### config.mk
export PLATFORM = sky130hd
export DESIGN_NAME = weight_fifo_ctrl
export DESIGN_NICKNAME = d
export VERILOG_FILES = /design/src/rtl/weight_fifo_ctrl.sv
export SDC_FILE = /design/constraint.sdc
export NUM_CORES = 1
export LEC_CHECK = 0
export ABC_AREA = 1
export ABC_CLOCK_PERIOD_IN_PS = 2600
export CORE_MARGIN = 8
export CORE_UTILIZATION = 40
export DETAILED_ROUTE_END_ITERATION = 12
export PLACE_DENSITY = 0.95
export SYNTH_ARGS = -nofsm -noshare
export SYNTH_HDL_FRONTEND = slang
export SYNTH_SLANG_ARGS = --single-unit
export TNS_END_PERCENT = 100
### constraint.sdc
create_clock -name clk -period 2.6 [get_ports clk]
set_input_delay 0.65 -clock clk [delete_from_list [all_inputs] [get_ports clk]]
set_output_delay 0.65 -clock clk [all_outputs]
set_load 0.05 [all_outputs]
### src/rtl/weight_fifo_ctrl.sv
// weight_fifo_ctrl: fetches one weight tile from SRAM into the per-column
// weight FIFO, holds it until the array asks for it, then drains it row by row.
//
// state | meaning
// IDLE  | waiting for start; done pulse (if any) is shown here
// FILL  | FIFO_DEPTH SRAM reads plus one trailing write cycle
// READY | full tile held in the FIFO, waiting for load_req
// DRAIN | one row per cycle to the array, zeros shifted in behind
module weight_fifo_ctrl #(
    parameter int DATA_WIDTH  = 8,
    parameter int FIFO_INPUTS = 4,
    parameter int FIFO_DEPTH  = 4,
    parameter int ADDR_WIDTH  = 8
) (
    input  logic                              clk,
    input  logic                              reset,
    input  logic                              start,
    input  logic [ADDR_WIDTH-1:0]             base_addr,
    input  logic [FIFO_INPUTS-1:0]            col_mask,
    input  logic                              abort,
    output logic                              mem_rd_en,
    output logic [ADDR_WIDTH-1:0]             mem_addr,
    input  logic [DATA_WIDTH*FIFO_INPUTS-1:0] mem_rd_data,
    output logic [FIFO_INPUTS-1:0]            fifo_en,
    output logic [DATA_WIDTH*FIFO_INPUTS-1:0] fifo_weight_in,
    input  logic                              load_req,
    output logic                              array_load,
    output logic                              weights_ready,
    output logic                              busy,
    output logic                              done
);

    localparam int CNT_W = $clog2(FIFO_DEPTH + 1);

    typedef enum logic [1:0] {IDLE, FILL, READY, DRAIN} stateT;

    stateT                  state, nextState;
    logic [CNT_W-1:0]       cnt;
    logic [ADDR_WIDTH-1:0]  addrReg;
    logic [FIFO_INPUTS-1:0] maskReg;
    logic                   rdValid;
    logic                   doneReg;

    // State register
    always_ff @(posedge clk or posedge reset) begin
        if (reset) begin
            state <= IDLE;
        end else begin
            state <= nextState;
        end
    end

    // Next-state and output decode; abort overrides every transition
    always_comb begin
        nextState      = state;
        mem_rd_en      = 1'b0;
        mem_addr       = '0;
        fifo_en        = '0;
        fifo_weight_in = '0;
        array_load     = 1'b0;
        weights_ready  = 1'b0;
        busy           = (state != IDLE);
        done           = doneReg;
        case (state)
            IDLE: begin
                if (start) nextState = FILL;
            end
            FILL: begin
                if (cnt != '0) begin
                    mem_rd_en = 1'b1;
                    mem_addr  = addrReg;
                end else begin
                    nextState = READY;
                end
                if (rdValid) begin
                    fifo_en        = maskReg;
                    fifo_weight_in = mem_rd_data;
                end
            end
            READY: begin
                weights_ready = 1'b1;
                if (load_req) nextState = DRAIN;
            end
            DRAIN: begin
                array_load = 1'b1;
                fifo_en    = maskReg;
                if (cnt == '0) nextState = IDLE;
            end
            default: nextState = IDLE;
        endcase
        if (abort) nextState = IDLE;
    end

    // Tile parameters, down-counter, read-valid pipe and done pulse
    always_ff @(posedge clk or posedge reset) begin
        if (reset) begin
            cnt     <= '0;
            addrReg <= '0;
            maskReg <= '0;
            rdValid <= 1'b0;
            doneReg <= 1'b0;
        end else if (abort) begin
            cnt     <= '0;
            rdValid <= 1'b0;
            doneReg <= 1'b0;
        end else begin
            rdValid <= mem_rd_en;
            doneReg <= (state == DRAIN) && (cnt == '0);
            case (state)
                IDLE: begin
                    if (start) begin
                        addrReg <= base_addr;
                        maskReg <= col_mask;
                        cnt     <= CNT_W'(FIFO_DEPTH);
                    end
                end
                FILL: begin
                    if (cnt != '0) begin
                        cnt     <= cnt - CNT_W'(1);
                        addrReg <= addrReg + ADDR_WIDTH'(1);
                    end
                end
                READY: begin
                    if (load_req) cnt <= CNT_W'(FIFO_DEPTH - 1);
                end
                DRAIN: begin
                    if (cnt != '0) cnt <= cnt - CNT_W'(1);
                end
                default: cnt <= '0;
            endcase
        end
    end

endmodule

==> flow_summary.toml <==
[sta]
worst_pin_slew_ns = 0.7394
whs_ns = 0.4941
setup_viol = 0
drv_slew = 0
fin_crit_sh = 0.9742
rsz0062_at_grt = "true"
clock.fmax_ghz = 0.3948
slew_headroom = 0.5065
hold_violations = 0
finalClockSkew_ns = 0.009918
fin_crit_ns = 2.533

[power_and_ir_drop]
p_leak_nw = 1.501
cellPowerDensity_mw_per_mm2 = 755.8
max-vdd-ir-drop_v = 0.0007986
p_total_mw = 2.308

[synthesis]
synthCells = 251
synth-seq-cells = 19
ys_warn_count = 0
yosys.area.top_type = "dfrtp_1"
synth_flop_cell = "dfrtp_1"
synth.area.top_cells = "dfrtp_1, nor2_1, inv_1, nand2_1, ha_1"
ys_seq_area_frac = 0.3105
synth_nets = 308
synth_area_mm2 = 0.001531
yosysMostFrequentCell = "nor2_1"
synth_edf_count = 0
async_flop_share = 1.000
synthDistinctLibCells = 20
synth_top_area_frac = 0.3105
synth_common_cells = "nor2_1, inv_1, nand2_1, dfrtp_1, nand3_1"
syn_area_per_cell_um2 = 6.101

[die]
initial_utilization = 0.4183
die_x_um = 77.88
core_area_mm2 = 0.003661
io_pins = 98
dieArea_mm2 = 0.006065
rows = 22
die_h_um = 77.88

[worst_setup_path]
r2r_cells = 8
crit_arrival_ns = 1.88
reg2reg_from = "state[0]$_DFFE_PP0P_"
path_buf_inv = 1
required_ns = 1.95
cp-start-kind = "flip-flop"
crit_cells = 2
cp-startpoint = "state[0]$_DFFE_PP0P_"
r2r_end = "addrReg[0]$_DFFE_PP0P_"
endpoint = "array_load"
path_max_fanout = 6
endpoint_kind = "primary output"
crit_type = "flip-flop to primary output"
path_cells = "ha_1 -> clkdlybuf4s50_1"
path_delay_family = "buffers and inverters"
reg2reg_slack_ns = 0.84
cp_slowest_cell = "clkdlybuf4s50_1"
critPathMaxStageDelay_ns = 0.84

[worst_hold_path]
worstHoldStart = "cnt[1]$_DFFE_PP0P_"
min_path_type = "flip-flop to flip-flop"

[place]
post-place-cells = 392
io_buffers = 97
gp_congestion = 0.9331
dp_hpwl_um = 5532
placed_area_mm2 = 0.002983

[finish]
syn2layout_area_growth_pct = 99.43
nets = 406
fin_area_mm2 = 0.003054
fillers = 208
seqCellArea_um2 = 475.5
drive_gt1_frac = 0.2069
multi_input_area_um2 = 810.8
diodes = 0
instances_no_fill = 396

[routing]
routed_wl_um = 6674
met3_length_um = 697
routed_via_density = 4.924
vias = 1950
wl_met1_um = 2247
drtPass1Iterations = 4
drc_errors = 0
wl_per_cell_um = 16.85
met2_length_um = 3613
first_iter_violations = 135
highest_layer = "met4"
postRouteAntennaNets = 0

[outcome]
status = "finished clean"

[global_routing]
grt_pass1_wl_um = 10650
grt_max_degree = 33
antenna_found_initial = 0
grt-ovfl-total = 0
grt_pass1_vias = 2048
track_usage = 0.2168

[run]
maxCapViolCount = 0

[clock_tree]
htree_levels = 1
postCtsResizedCells = 2
clockRootBuffer = "clkbuf_8"
clk_latency_ns = 0.27
postCtsSetupRepairBufs = 0
cts-hold-fix-buffers = 0
clock_sinks = 19
cts-buffers-inserted = 3
clock_path_buffers = 2
cts_tree = "yes"
clk_pin_slew_ns = 0.08
[routing by layer]
layer  global-route usage  vias up
met5                    0        -
met4              0.06038        0
met3              0.06221       12
met2               0.4002      106
met1               0.2328      905
li1                     -      927
[metrics by stage]
step / util / setup TNS [ns] / setup slack, ns
2_1_floorplan: - / -1.578 / -0.1973
3_3_place_gp: 0.8148 / 0 / 0.3108
3_5_place_dp: 0.8148 / 0 / 0.1640
4_1_cts: 0.8315 / 0 / 0.04095
5_1_grt: 0.8342 / -0.003399 / -0.003399
6_report: 0.8342 / 0 / 0.06713
[worst min-delay path, delay by kind of cell (launching register included)]
kind | cells | cell delay [ns]
AOI/OAI and AO/OA | 1 | 0.06
DFF | 1 | 0.36
and+or+nand+nor | 1 | 0.05
[where the power goes]
group | internal, mW | switching, mW
logic | 0.596 | 0.944
clock network | 0.108 | 0.110
registers | 0.422 | 0.128
total | 1.13 | 1.18
[layout make-up]
| cell class | count | share of cell area |
|---|---|---|
| timing repair buffer | 99 | 0.4687 |
| multi-input combinational | 166 | 0.2655 |
| sequential | 19 | 0.1557 |
| inverter | 60 | 0.07456 |
| tap | 48 | 0.01966 |
| clock buffer | 3 | 0.01352 |
| clock inverter | 1 | 0.002458 |
[worst min path at each step]
stage	slack, ns	cells after the start	end
after floorplan	0.45	2	cnt[0]$_DFFE_PP0P_
after global placement	0.47	2	cnt[1]$_DFFE_PP0P_
after detailed placement	0.48	2	cnt[1]$_DFFE_PP0P_
after CTS	0.50	2	cnt[1]$_DFFE_PP0P_
after global routing	0.55	2	maskReg[3]$_DFFE_PP0P_
final	0.49	2	cnt[1]$_DFFE_PP0P_
[placed cells by master (no fill, tap or decap)]
cell             count
a21oi_1              5
a21oi_2              1
buf_12              45
buf_4                4
clkbuf_8             3
clkdlybuf4s50_1     50
clkinvlp_4           1
dfrtp_1             19
ha_1                 7
ha_4                 1
inv_1               56
inv_2                3
inv_4                1
nand2_1             55
nand2_4              1
nand3_1             14
nand4_1              1
nand4_4              1
nor2_1              54
nor2_2              10
nor3_1               1
o211ai_1             1
o21ai_0             13
or2_2                1
[state kept, by name, indices dropped and copies added, names as in the netlist]
signal   flops
rdValid      1
maskReg      4
state        2
addrReg      8
done         1
cnt          3
[cell families (layout without fill, tap and decap cells)]
kind of cell	after synthesis	count (layout)	share of synthesized area
buffers and inverters	66	163	0.1765
adder cells (fa/ha/maj)	8	8	0.06536
flip-flops	19	19	0.3105
AND/OR/NAND/NOR	138	138	0.3783
AO/OA/AOI/OAI	20	20	0.06944
Note: power is estimated with default switching activity, not from simulation.
